File: src/rtl/id_ex_stage_if.sv
`timescale 1ns/1ps
// Decode-to-execute pipeline bus: decoded instruction and control in,
// registered EX-stage copy, upstream stall and bubble counter out.
interface id_ex_stage_if;
    logic        id_valid;
    logic [31:0] id_pc;
    logic [4:0]  id_rd, id_rs1, id_rs2;
    logic [2:0]  id_func3;
    logic [31:0] id_imm, id_rs1_data, id_rs2_data;
    logic        id_alu_src, id_mem_write, id_mem_read, id_wb_reg_file, id_memtoreg;
    logic        id_branch, id_jal, id_jalr, id_auipc, id_lui;
    logic [2:0]  id_mem_load_type;
    logic [1:0]  id_mem_store_type;
    logic [3:0]  id_alu_ctrl;
    logic        ex_flush, ex_hold;

    logic        ex_valid;
    logic [31:0] ex_pc;
    logic [4:0]  ex_rd, ex_rs1, ex_rs2;
    logic [2:0]  ex_func3;
    logic [31:0] ex_imm, ex_rs1_data, ex_rs2_data;
    logic        ex_alu_src, ex_mem_write, ex_mem_read, ex_wb_reg_file, ex_memtoreg;
    logic        ex_branch, ex_jal, ex_jalr, ex_auipc, ex_lui;
    logic [2:0]  ex_mem_load_type;
    logic [1:0]  ex_mem_store_type;
    logic [3:0]  ex_alu_ctrl;
    logic        id_stall;
    logic [15:0] bubble_count;

    modport master (
        output id_valid, id_pc, id_rd, id_rs1, id_rs2, id_func3, id_imm, id_rs1_data,
               id_rs2_data, id_alu_src, id_mem_write, id_mem_read, id_wb_reg_file,
               id_memtoreg, id_branch, id_jal, id_jalr, id_auipc, id_lui,
               id_mem_load_type, id_mem_store_type, id_alu_ctrl, ex_flush, ex_hold,
        input  ex_valid, ex_pc, ex_rd, ex_rs1, ex_rs2, ex_func3, ex_imm, ex_rs1_data,
               ex_rs2_data, ex_alu_src, ex_mem_write, ex_mem_read, ex_wb_reg_file,
               ex_memtoreg, ex_branch, ex_jal, ex_jalr, ex_auipc, ex_lui,
               ex_mem_load_type, ex_mem_store_type, ex_alu_ctrl, id_stall, bubble_count
    );

    modport slave (
        input  id_valid, id_pc, id_rd, id_rs1, id_rs2, id_func3, id_imm, id_rs1_data,
               id_rs2_data, id_alu_src, id_mem_write, id_mem_read, id_wb_reg_file,
               id_memtoreg, id_branch, id_jal, id_jalr, id_auipc, id_lui,
               id_mem_load_type, id_mem_store_type, id_alu_ctrl, ex_flush, ex_hold,
        output ex_valid, ex_pc, ex_rd, ex_rs1, ex_rs2, ex_func3, ex_imm, ex_rs1_data,
               ex_rs2_data, ex_alu_src, ex_mem_write, ex_mem_read, ex_wb_reg_file,
               ex_memtoreg, ex_branch, ex_jal, ex_jalr, ex_auipc, ex_lui,
               ex_mem_load_type, ex_mem_store_type, ex_alu_ctrl, id_stall, bubble_count
    );
endinterface

File: src/rtl/id_ex_stage.sv
`timescale 1ns/1ps
// ID/EX pipeline register with load-use hazard detection, bubble insertion,
// flush/hold control and a saturating count of inserted load-use bubbles.
module id_ex_stage (
    input  logic         clk,
    input  logic         rst,
    id_ex_stage_if.slave bus
);
    typedef struct packed {
        logic        valid;
        logic [31:0] pc;
        logic [4:0]  rd;
        logic [4:0]  rs1;
        logic [4:0]  rs2;
        logic [2:0]  func3;
        logic [31:0] imm;
        logic [31:0] rs1_data;
        logic [31:0] rs2_data;
        logic        alu_src;
        logic        mem_write;
        logic        mem_read;
        logic        wb_reg_file;
        logic        memtoreg;
        logic        branch;
        logic        jal;
        logic        jalr;
        logic        auipc;
        logic        lui;
        logic [2:0]  mem_load_type;
        logic [1:0]  mem_store_type;
        logic [3:0]  alu_ctrl;
    } ex_regs_t;

    ex_regs_t    id_load;
    ex_regs_t    ex_d, ex_q;
    logic [15:0] bubble_count_d, bubble_count_q;
    logic        use_rs1, use_rs2, hz;

    always_comb begin
        id_load.valid          = bus.id_valid;
        id_load.pc             = bus.id_pc;
        id_load.rd             = bus.id_rd;
        id_load.rs1            = bus.id_rs1;
        id_load.rs2            = bus.id_rs2;
        id_load.func3          = bus.id_func3;
        id_load.imm            = bus.id_imm;
        id_load.rs1_data       = bus.id_rs1_data;
        id_load.rs2_data       = bus.id_rs2_data;
        id_load.alu_src        = bus.id_alu_src;
        id_load.mem_write      = bus.id_mem_write;
        id_load.mem_read       = bus.id_mem_read;
        id_load.wb_reg_file    = bus.id_wb_reg_file;
        id_load.memtoreg       = bus.id_memtoreg;
        id_load.branch         = bus.id_branch;
        id_load.jal            = bus.id_jal;
        id_load.jalr           = bus.id_jalr;
        id_load.auipc          = bus.id_auipc;
        id_load.lui            = bus.id_lui;
        id_load.mem_load_type  = bus.id_mem_load_type;
        id_load.mem_store_type = bus.id_mem_store_type;
        id_load.alu_ctrl       = bus.id_alu_ctrl;
        // An empty slot must not cause any architectural side effect downstream.
        if (!bus.id_valid) begin
            id_load.mem_write   = 1'b0;
            id_load.mem_read    = 1'b0;
            id_load.wb_reg_file = 1'b0;
            id_load.branch      = 1'b0;
            id_load.jal         = 1'b0;
            id_load.jalr        = 1'b0;
        end
    end

    always_comb begin
        use_rs1 = ~(bus.id_jal | bus.id_lui | bus.id_auipc);
        use_rs2 = ~bus.id_alu_src | bus.id_mem_write;
        hz      = ex_q.valid & ex_q.mem_read & (ex_q.rd != 5'd0) & bus.id_valid &
                  ((use_rs1 & (bus.id_rs1 == ex_q.rd)) | (use_rs2 & (bus.id_rs2 == ex_q.rd)));
    end

    assign bus.id_stall = (hz & ~bus.ex_flush) | bus.ex_hold;

    always_comb begin
        ex_d           = ex_q;
        bubble_count_d = bubble_count_q;
        if (bus.ex_flush) begin
            ex_d = '0;
        end else if (bus.ex_hold) begin
            ex_d = ex_q;
        end else if (hz) begin
            ex_d = '0;
            if (bubble_count_q != 16'hFFFF) begin
                bubble_count_d = bubble_count_q + 16'd1;
            end
        end else begin
            ex_d = id_load;
        end
    end

    always_ff @(posedge clk or negedge rst) begin
        if (!rst) begin
            ex_q           <= '0;
            bubble_count_q <= '0;
        end else begin
            ex_q           <= ex_d;
            bubble_count_q <= bubble_count_d;
        end
    end

    assign bus.ex_valid          = ex_q.valid;
    assign bus.ex_pc             = ex_q.pc;
    assign bus.ex_rd             = ex_q.rd;
    assign bus.ex_rs1            = ex_q.rs1;
    assign bus.ex_rs2            = ex_q.rs2;
    assign bus.ex_func3          = ex_q.func3;
    assign bus.ex_imm            = ex_q.imm;
    assign bus.ex_rs1_data       = ex_q.rs1_data;
    assign bus.ex_rs2_data       = ex_q.rs2_data;
    assign bus.ex_alu_src        = ex_q.alu_src;
    assign bus.ex_mem_write      = ex_q.mem_write;
    assign bus.ex_mem_read       = ex_q.mem_read;
    assign bus.ex_wb_reg_file    = ex_q.wb_reg_file;
    assign bus.ex_memtoreg       = ex_q.memtoreg;
    assign bus.ex_branch         = ex_q.branch;
    assign bus.ex_jal            = ex_q.jal;
    assign bus.ex_jalr           = ex_q.jalr;
    assign bus.ex_auipc          = ex_q.auipc;
    assign bus.ex_lui            = ex_q.lui;
    assign bus.ex_mem_load_type  = ex_q.mem_load_type;
    assign bus.ex_mem_store_type = ex_q.mem_store_type;
    assign bus.ex_alu_ctrl       = ex_q.alu_ctrl;
    assign bus.bubble_count      = bubble_count_q;
endmodule
File: src/flat_wrapper.sv
// flat-port wrapper written by rule: the top's interface ports become plain ports
module id_ex_stage_flat 
  (clk, rst, bus_id_valid, bus_id_pc, bus_id_rd, bus_id_rs1, bus_id_rs2, bus_id_func3, bus_id_imm, bus_id_rs1_data, bus_id_rs2_data, bus_id_alu_src, bus_id_mem_write, bus_id_mem_read, bus_id_wb_reg_file, bus_id_memtoreg, bus_id_branch, bus_id_jal, bus_id_jalr, bus_id_auipc, bus_id_lui, bus_id_mem_load_type, bus_id_mem_store_type, bus_id_alu_ctrl, bus_ex_flush, bus_ex_hold, bus_ex_valid, bus_ex_pc, bus_ex_rd, bus_ex_rs1, bus_ex_rs2, bus_ex_func3, bus_ex_imm, bus_ex_rs1_data, bus_ex_rs2_data, bus_ex_alu_src, bus_ex_mem_write, bus_ex_mem_read, bus_ex_wb_reg_file, bus_ex_memtoreg, bus_ex_branch, bus_ex_jal, bus_ex_jalr, bus_ex_auipc, bus_ex_lui, bus_ex_mem_load_type, bus_ex_mem_store_type, bus_ex_alu_ctrl, bus_id_stall, bus_bubble_count);
  id_ex_stage_if bus_i ();
  input  logic clk;
  input  logic rst;
  input wire logic [$bits(bus_i.id_valid)-1:0] bus_id_valid;
  input wire logic [$bits(bus_i.id_pc)-1:0] bus_id_pc;
  input wire logic [$bits(bus_i.id_rd)-1:0] bus_id_rd;
  input wire logic [$bits(bus_i.id_rs1)-1:0] bus_id_rs1;
  input wire logic [$bits(bus_i.id_rs2)-1:0] bus_id_rs2;
  input wire logic [$bits(bus_i.id_func3)-1:0] bus_id_func3;
  input wire logic [$bits(bus_i.id_imm)-1:0] bus_id_imm;
  input wire logic [$bits(bus_i.id_rs1_data)-1:0] bus_id_rs1_data;
  input wire logic [$bits(bus_i.id_rs2_data)-1:0] bus_id_rs2_data;
  input wire logic [$bits(bus_i.id_alu_src)-1:0] bus_id_alu_src;
  input wire logic [$bits(bus_i.id_mem_write)-1:0] bus_id_mem_write;
  input wire logic [$bits(bus_i.id_mem_read)-1:0] bus_id_mem_read;
  input wire logic [$bits(bus_i.id_wb_reg_file)-1:0] bus_id_wb_reg_file;
  input wire logic [$bits(bus_i.id_memtoreg)-1:0] bus_id_memtoreg;
  input wire logic [$bits(bus_i.id_branch)-1:0] bus_id_branch;
  input wire logic [$bits(bus_i.id_jal)-1:0] bus_id_jal;
  input wire logic [$bits(bus_i.id_jalr)-1:0] bus_id_jalr;
  input wire logic [$bits(bus_i.id_auipc)-1:0] bus_id_auipc;
  input wire logic [$bits(bus_i.id_lui)-1:0] bus_id_lui;
  input wire logic [$bits(bus_i.id_mem_load_type)-1:0] bus_id_mem_load_type;
  input wire logic [$bits(bus_i.id_mem_store_type)-1:0] bus_id_mem_store_type;
  input wire logic [$bits(bus_i.id_alu_ctrl)-1:0] bus_id_alu_ctrl;
  input wire logic [$bits(bus_i.ex_flush)-1:0] bus_ex_flush;
  input wire logic [$bits(bus_i.ex_hold)-1:0] bus_ex_hold;
  output wire logic [$bits(bus_i.ex_valid)-1:0] bus_ex_valid;
  output wire logic [$bits(bus_i.ex_pc)-1:0] bus_ex_pc;
  output wire logic [$bits(bus_i.ex_rd)-1:0] bus_ex_rd;
  output wire logic [$bits(bus_i.ex_rs1)-1:0] bus_ex_rs1;
  output wire logic [$bits(bus_i.ex_rs2)-1:0] bus_ex_rs2;
  output wire logic [$bits(bus_i.ex_func3)-1:0] bus_ex_func3;
  output wire logic [$bits(bus_i.ex_imm)-1:0] bus_ex_imm;
  output wire logic [$bits(bus_i.ex_rs1_data)-1:0] bus_ex_rs1_data;
  output wire logic [$bits(bus_i.ex_rs2_data)-1:0] bus_ex_rs2_data;
  output wire logic [$bits(bus_i.ex_alu_src)-1:0] bus_ex_alu_src;
  output wire logic [$bits(bus_i.ex_mem_write)-1:0] bus_ex_mem_write;
  output wire logic [$bits(bus_i.ex_mem_read)-1:0] bus_ex_mem_read;
  output wire logic [$bits(bus_i.ex_wb_reg_file)-1:0] bus_ex_wb_reg_file;
  output wire logic [$bits(bus_i.ex_memtoreg)-1:0] bus_ex_memtoreg;
  output wire logic [$bits(bus_i.ex_branch)-1:0] bus_ex_branch;
  output wire logic [$bits(bus_i.ex_jal)-1:0] bus_ex_jal;
  output wire logic [$bits(bus_i.ex_jalr)-1:0] bus_ex_jalr;
  output wire logic [$bits(bus_i.ex_auipc)-1:0] bus_ex_auipc;
  output wire logic [$bits(bus_i.ex_lui)-1:0] bus_ex_lui;
  output wire logic [$bits(bus_i.ex_mem_load_type)-1:0] bus_ex_mem_load_type;
  output wire logic [$bits(bus_i.ex_mem_store_type)-1:0] bus_ex_mem_store_type;
  output wire logic [$bits(bus_i.ex_alu_ctrl)-1:0] bus_ex_alu_ctrl;
  output wire logic [$bits(bus_i.id_stall)-1:0] bus_id_stall;
  output wire logic [$bits(bus_i.bubble_count)-1:0] bus_bubble_count;
  assign bus_i.id_valid = bus_id_valid;
  assign bus_i.id_pc = bus_id_pc;
  assign bus_i.id_rd = bus_id_rd;
  assign bus_i.id_rs1 = bus_id_rs1;
  assign bus_i.id_rs2 = bus_id_rs2;
  assign bus_i.id_func3 = bus_id_func3;
  assign bus_i.id_imm = bus_id_imm;
  assign bus_i.id_rs1_data = bus_id_rs1_data;
  assign bus_i.id_rs2_data = bus_id_rs2_data;
  assign bus_i.id_alu_src = bus_id_alu_src;
  assign bus_i.id_mem_write = bus_id_mem_write;
  assign bus_i.id_mem_read = bus_id_mem_read;
  assign bus_i.id_wb_reg_file = bus_id_wb_reg_file;
  assign bus_i.id_memtoreg = bus_id_memtoreg;
  assign bus_i.id_branch = bus_id_branch;
  assign bus_i.id_jal = bus_id_jal;
  assign bus_i.id_jalr = bus_id_jalr;
  assign bus_i.id_auipc = bus_id_auipc;
  assign bus_i.id_lui = bus_id_lui;
  assign bus_i.id_mem_load_type = bus_id_mem_load_type;
  assign bus_i.id_mem_store_type = bus_id_mem_store_type;
  assign bus_i.id_alu_ctrl = bus_id_alu_ctrl;
  assign bus_i.ex_flush = bus_ex_flush;
  assign bus_i.ex_hold = bus_ex_hold;
  assign bus_ex_valid = bus_i.ex_valid;
  assign bus_ex_pc = bus_i.ex_pc;
  assign bus_ex_rd = bus_i.ex_rd;
  assign bus_ex_rs1 = bus_i.ex_rs1;
  assign bus_ex_rs2 = bus_i.ex_rs2;
  assign bus_ex_func3 = bus_i.ex_func3;
  assign bus_ex_imm = bus_i.ex_imm;
  assign bus_ex_rs1_data = bus_i.ex_rs1_data;
  assign bus_ex_rs2_data = bus_i.ex_rs2_data;
  assign bus_ex_alu_src = bus_i.ex_alu_src;
  assign bus_ex_mem_write = bus_i.ex_mem_write;
  assign bus_ex_mem_read = bus_i.ex_mem_read;
  assign bus_ex_wb_reg_file = bus_i.ex_wb_reg_file;
  assign bus_ex_memtoreg = bus_i.ex_memtoreg;
  assign bus_ex_branch = bus_i.ex_branch;
  assign bus_ex_jal = bus_i.ex_jal;
  assign bus_ex_jalr = bus_i.ex_jalr;
  assign bus_ex_auipc = bus_i.ex_auipc;
  assign bus_ex_lui = bus_i.ex_lui;
  assign bus_ex_mem_load_type = bus_i.ex_mem_load_type;
  assign bus_ex_mem_store_type = bus_i.ex_mem_store_type;
  assign bus_ex_alu_ctrl = bus_i.ex_alu_ctrl;
  assign bus_id_stall = bus_i.id_stall;
  assign bus_bubble_count = bus_i.bubble_count;
  id_ex_stage u_core (.clk(clk), .rst(rst), .bus(bus_i));
endmodule
File: config.mk
export PLATFORM = sky130hd
export DESIGN_NAME = id_ex_stage_flat
export DESIGN_NICKNAME = d
export VERILOG_FILES = /design/src/rtl/id_ex_stage_if.sv /design/src/rtl/id_ex_stage.sv /design/src/flat_wrapper.sv
export SDC_FILE = /design/constraint.sdc
export NUM_CORES = 1
export LEC_CHECK = 0
export ABC_AREA = 1
export CORE_AREA = 2 2 136 138
export CTS_BUF_LIST = sky130_fd_sc_hd__clkbuf_2 sky130_fd_sc_hd__clkbuf_4 sky130_fd_sc_hd__clkbuf_8
export DETAILED_ROUTE_END_ITERATION = 12
export DIE_AREA = 0 0 138 140
export HOLD_SLACK_MARGIN = 0.02
export PLACE_DENSITY = 0.93
export SYNTH_ARGS = -nofsm -noshare
export SYNTH_HDL_FRONTEND = slang
export SYNTH_SLANG_ARGS = --single-unit
File: constraint.sdc
create_clock -name clk -period 4 [get_ports clk]
set_input_delay 0.8 -clock clk [delete_from_list [all_inputs] [get_ports clk]]
set_output_delay 0.8 -clock clk [all_outputs]
set_load 0.05 [all_outputs]
# Yosys cells after proc, flatten, opt, wreduce, memory -nomap -nowiden
# Index checks and enable logic that the tools add are counted.
totals:
  ff_bits: 182
  in_bits: 170
op_classes:
  addsub: 1
  n_eq_ne: 4
  mux: 5
  bitwise_logic: 16
  reduce_logical: 2
op_table:
  columns: ["operator", "count"]
  rows:
  - ["$mux W166", 3]
  - ["$add A16 B1 Y16 const B", 1]
  - ["$ne A16 B16 Y1 const B", 1]
  - ["$eq A5 B5 Y1", 2]
  - ["$and A1 B1 Y1", 7]
  - ["$mux W3", 2]
  - ["$or A1 B1 Y1", 5]
  - ["$reduce_bool A5 Y1", 1]
  - ["$not A1 Y1", 4]
  - ["$reduce_and A4 Y1", 1]
  - ["$ne A2 B2 Y1 const B", 1]

# Depth between registers and ports, before layout
logic_depth:
  word_depth: 9
  ltp_mapped: 11
  depth_no_buf: 10

# Least setup slack after synthesis
# No wires, ideal clock.
synth_path:
  path_kind: "input -> output"
  startpoint: "input port bus_id_valid"
  endpoint: "output port bus_id_stall"
  t_arrival_ns: 2.189
  t_required_ns: 3.200
  setup_slack_ns: 1.011
  path_stages: 6
  path_cell_list: "clkbuf_1 > nand3b_1 > inv_2 > nand2_2 > buf_4 > o21ai_1"
synth_between:
  elab_chain_cells: 4
synth_rtl:
  columns: ["element", "line_no", "rtl"]
  rows:
  - ["start: declaration", "flat_wrapper.sv:7", "input wire logic [$bits(bus_i.id_valid)-1:0] bus_id_valid;"]
  - ["$and A1 B1 Y1 (2 in series)", "id_ex_stage.sv:76", "hz = ex_q.valid & ex_q.mem_read & (ex_q.rd != 5'd0) & bus.id_valid &"]
  - ["$and A1 B1 Y1", "id_ex_stage.sv:80", "assign bus.id_stall = (hz & ~bus.ex_flush) | bus.ex_hold;"]
  - ["$or A1 B1 Y1", "id_ex_stage.sv:80", null]
  - ["end: declaration", "flat_wrapper.sv:53", "output wire logic [$bits(bus_i.id_stall)-1:0] bus_id_stall;"]
# Every way passes these cells.

# Worst setup path in the final report
layout_path:
  startpoint: "input port bus_id_rs2[1]"
  endpoint: "output port bus_id_stall"
layout_between:
  elab_chain_cells: 6
layout_rtl:
  columns: ["element", "line_no", "rtl"]
  rows:
  - ["start: declaration", "flat_wrapper.sv:11", "input wire logic [$bits(bus_i.id_rs2)-1:0] bus_id_rs2;"]
  - ["$eq A5 B5 Y1", "id_ex_stage.sv:77", "((use_rs1 & (bus.id_rs1 == ex_q.rd)) | (use_rs2 & (bus.id_rs2 == ex_q.rd)));"]
  - ["$and A1 B1 Y1", "id_ex_stage.sv:77", null]
  - ["$or A1 B1 Y1", "id_ex_stage.sv:77", null]
  - ["$and A1 B1 Y1", "id_ex_stage.sv:76", null]
  - ["$and A1 B1 Y1", "id_ex_stage.sv:80", null]
  - ["$or A1 B1 Y1", "id_ex_stage.sv:80", null]
# Every way passes these cells.

==> flow_metrics.env <==
export IMPL_worstSetupPathType="in -> out"
export IMPL_drive_gt1_share_pct=4.55
export IMPL_synth_cell_types=27
export IMPL_fmax_ghz=0.314
export IMPL_relSlewSlack_pct=43.9
export IMPL_die_h_um=140
export IMPL_wl_um=24800
export IMPL_gp_congestion=0.897
export IMPL_placementRows=49
export IMPL_synth_top_cell_by_area="dfrtp_1"
export IMPL_placed_area_mm2=0.0114
export IMPL_antenna_left=0
export IMPL_clk_latency_ps=450
export IMPL_vias=7623
export IMPL_drv_slew=0
export IMPL_cp_max_fo=4
export IMPL_clock_tree_buffer_depth=2
export IMPL_status="complete, no violations"
export IMPL_die_x_um=138
export IMPL_postLayoutCellArea_mm2=0.0118
export IMPL_cts_made_buffers=17
export IMPL_grt_pass1_wl_um=40000
export IMPL_grt_usage_pct=25.6
export IMPL_start_util_pct=44.1
export IMPL_via_per_inst=5.14
export IMPL_fin_crit_sh_pct=79.5
export IMPL_fin_nets=1410
export IMPL_ir_worst_vdd_uv=205
export IMPL_cp_arrival_ps=2380
export IMPL_post_drt_wl_per_cell_um=16.7
export IMPL_grt_pass1_vias=7747
export IMPL_post_cts_buffers=0
export IMPL_fin_hold_ws_ps=383
export IMPL_drc=0
export IMPL_drt_iter0_markers=437
export IMPL_grt_max_degree=167
export IMPL_endpoint_kind="output pin"
export IMPL_p_leak_nw=5.89
export IMPL_synthCells=917
export IMPL_io_buffers=352
export IMPL_ys_flop_type="dfrtp_1"
export IMPL_hold_violations=0
export IMPL_ys_seq_area_share_pct=58.1
export IMPL_drt_pre_antenna_iters=5
export IMPL_cts_resized=0
export IMPL_period_needed_ps=3180
export IMPL_synth_edf_count=0
export IMPL_power_density_mw_per_mm2=354
export IMPL_ioPinCount=353
export IMPL_synth_area_mm2=0.00783
export IMPL_synth_area_leaders="dfrtp_1, nand2_1, nand3_1"
export IMPL_yosysWarnings=0
export IMPL_areaGrowthSynthToFinish_pct=51.0
export IMPL_coreArea_mm2=0.0178
export IMPL_ys_async_sr_fraction_pct=100
export IMPL_dieArea_mm2=0.0193
export IMPL_setup_viol=0
export IMPL_skew_ps=12.8
export IMPL_max_cap_viol_count=0
export IMPL_synthesis_nets=1088
export IMPL_critPathLaunchType="primary input"
export IMPL_hold_class="in -> async"
export IMPL_clock_sinks=182
export IMPL_max_slew_worst_pin_slew_ps=841
export IMPL_cp_required_ps=3200
export IMPL_h_tree_depth=4
export IMPL_tns_ps=0
export IMPL_clkSlewWorstSetupHoldPaths_ps=100
export IMPL_ctsHoldBuffers=0
export IMPL_ys_ff_latch=182
export IMPL_syn_avg_cell_area_um2=8.54
export IMPL_globalRouteOverflowTotal=0
export IMPL_rsz0062_at_grt="no"
export IMPL_antenna_found_initial=1
export IMPL_yosysTopAreaCellShare_pct=58.1
export IMPL_dpl_hpwl_um=17600
export IMPL_cts_tree="yes"
export IMPL_cts_root_buf="clkbuf_8"
## flip-flops by register name, summed over array words and instances (netlist names), 2 cells and up
register / count
u_core.bus.ex_imm: 32
u_core.bus.ex_pc: 32
u_core.bus.ex_rs1_data: 32
u_core.bus.ex_rs2_data: 32
u_core.bus.bubble_count: 16
u_core.bus.ex_rd: 5
u_core.bus.ex_rs1: 5
u_core.bus.ex_rs2: 5
u_core.bus.ex_alu_ctrl: 4
u_core.bus.ex_func3: 3
u_core.bus.ex_mem_load_type: 3
u_core.bus.ex_mem_store_type: 2
## path summary, 6_finish.rpt
kind / from / to / slack, ps / cells after the start
setup / recovery: bus_id_rs2[1] / bus_id_stall / 820 / 10
hold / removal: rst / u_core.bus.ex_rs1_data[25]$_DFFE_PN0P_ / 380 / 1
setup reg to reg: u_core.bus.ex_rd[0]$_DFFE_PN0P_ / u_core.bus.ex_imm[17]$_DFFE_PN0P_ / 1940 / 10
hold reg to reg: u_core.bus.ex_auipc$_DFFE_PN0P_ / u_core.bus.ex_auipc$_DFFE_PN0P_ / 490 / 2
max in group asynchronous: rst / u_core.bus.ex_rs2_data[30]$_DFFE_PN0P_ / 2690 / 2
min in group clk: u_core.bus.ex_auipc$_DFFE_PN0P_ / u_core.bus.ex_auipc$_DFFE_PN0P_ / 490 / 2
## critical path, stage by stage
cell	delay, ps
clkdlybuf4s50_1	500
inv_1	60
nand2_1	60
nand2_1	50
nor2_1	160
nand3_1	140
nand2_2	150
nand2_4	70
o21ai_1	210
buf_12	170
## metrics by stage
step / setup WS, ps / power [mW] / std cells / util (%)
floorplan: 1010 / 2.49 / 917 / -
global route: 714 / 4.35 / 1482 / 66.5
global placement: 898 / 2.94 / 1449 / 64.3
CTS: 827 / 4.22 / 1481 / 66.5
finish: 818 / 4.19 / 1482 / 66.5
detailed placement: 831 / 2.96 / 1449 / 64.3
## layer usage
layer	up-vias	part of all wire, %	track usage [%]
li1	3554	-	-
met1	3608	37	30.1
met2	391	50	43.9
met3	70	8.4	7.62
met4	0	3.9	11.2
met5	-	0	0
## power breakdown
| part | total [mW] | switching [mW] | internal, mW |
|---|---|---|---|
| Combinational | 0.934 | 0.575 | 0.359 |
| Clock | 1.27 | 0.716 | 0.550 |
| Sequential | 1.99 | 0.0584 | 1.93 |
| Total | 4.19 | 1.35 | 2.84 |
## logic make-up (layout without fill, tap and decap cells)
kind of cell	count (synthesis)	in the layout	share of synthesized area (%)
xor+xnor	14	14	1.57
simple gates	628	628	33.9
flops	182	182	58.1
buf+inv	85	420	5.80
compound gates	7	7	0.447
fa+ha+maj	1	1	0.160
other cells	0	1	0
## layout by cell type, fill, tap and decap left out, drive strengths merged, types with 2 or more instances in the layout
cell type      count
inv               36
clkinv             4
nand4             12
xor2               7
dfrtp            182
xnor2              7
nand2            420
o21ai              6
clkdlybuf4s50    350
clkbuf            19
nand3            169
nor3               2
nor2              23
buf                9
## cells in the mapped netlist, types with 2 or more instances
master	n
buf_2	15
nand3_2	3
nor2_1	21
nand3_1	166
buf_6	15
dfrtp_1	182
buf_1	2
xor2_1	7
nand2_2	2
nand4_1	11
o21ai_0	5
nand2_1	418
inv_2	6
inv_1	23
xnor2_1	7
clkbuf_1	23
## area by class of cell
class / count / area, um2
Multi-Input combinational cell: 650 / 2840
Inverter: 29 / 109
Antenna cell: 1 / 2.50
Clock inverter: 13 / 138
Fill cell: 1343 / 5950
Tap cell: 229 / 287
Sequential cell: 182 / 4550
Timing Repair Buffer: 359 / 3640
Clock buffer: 19 / 262
Note: power is estimated with default switching activity, not from simulation.
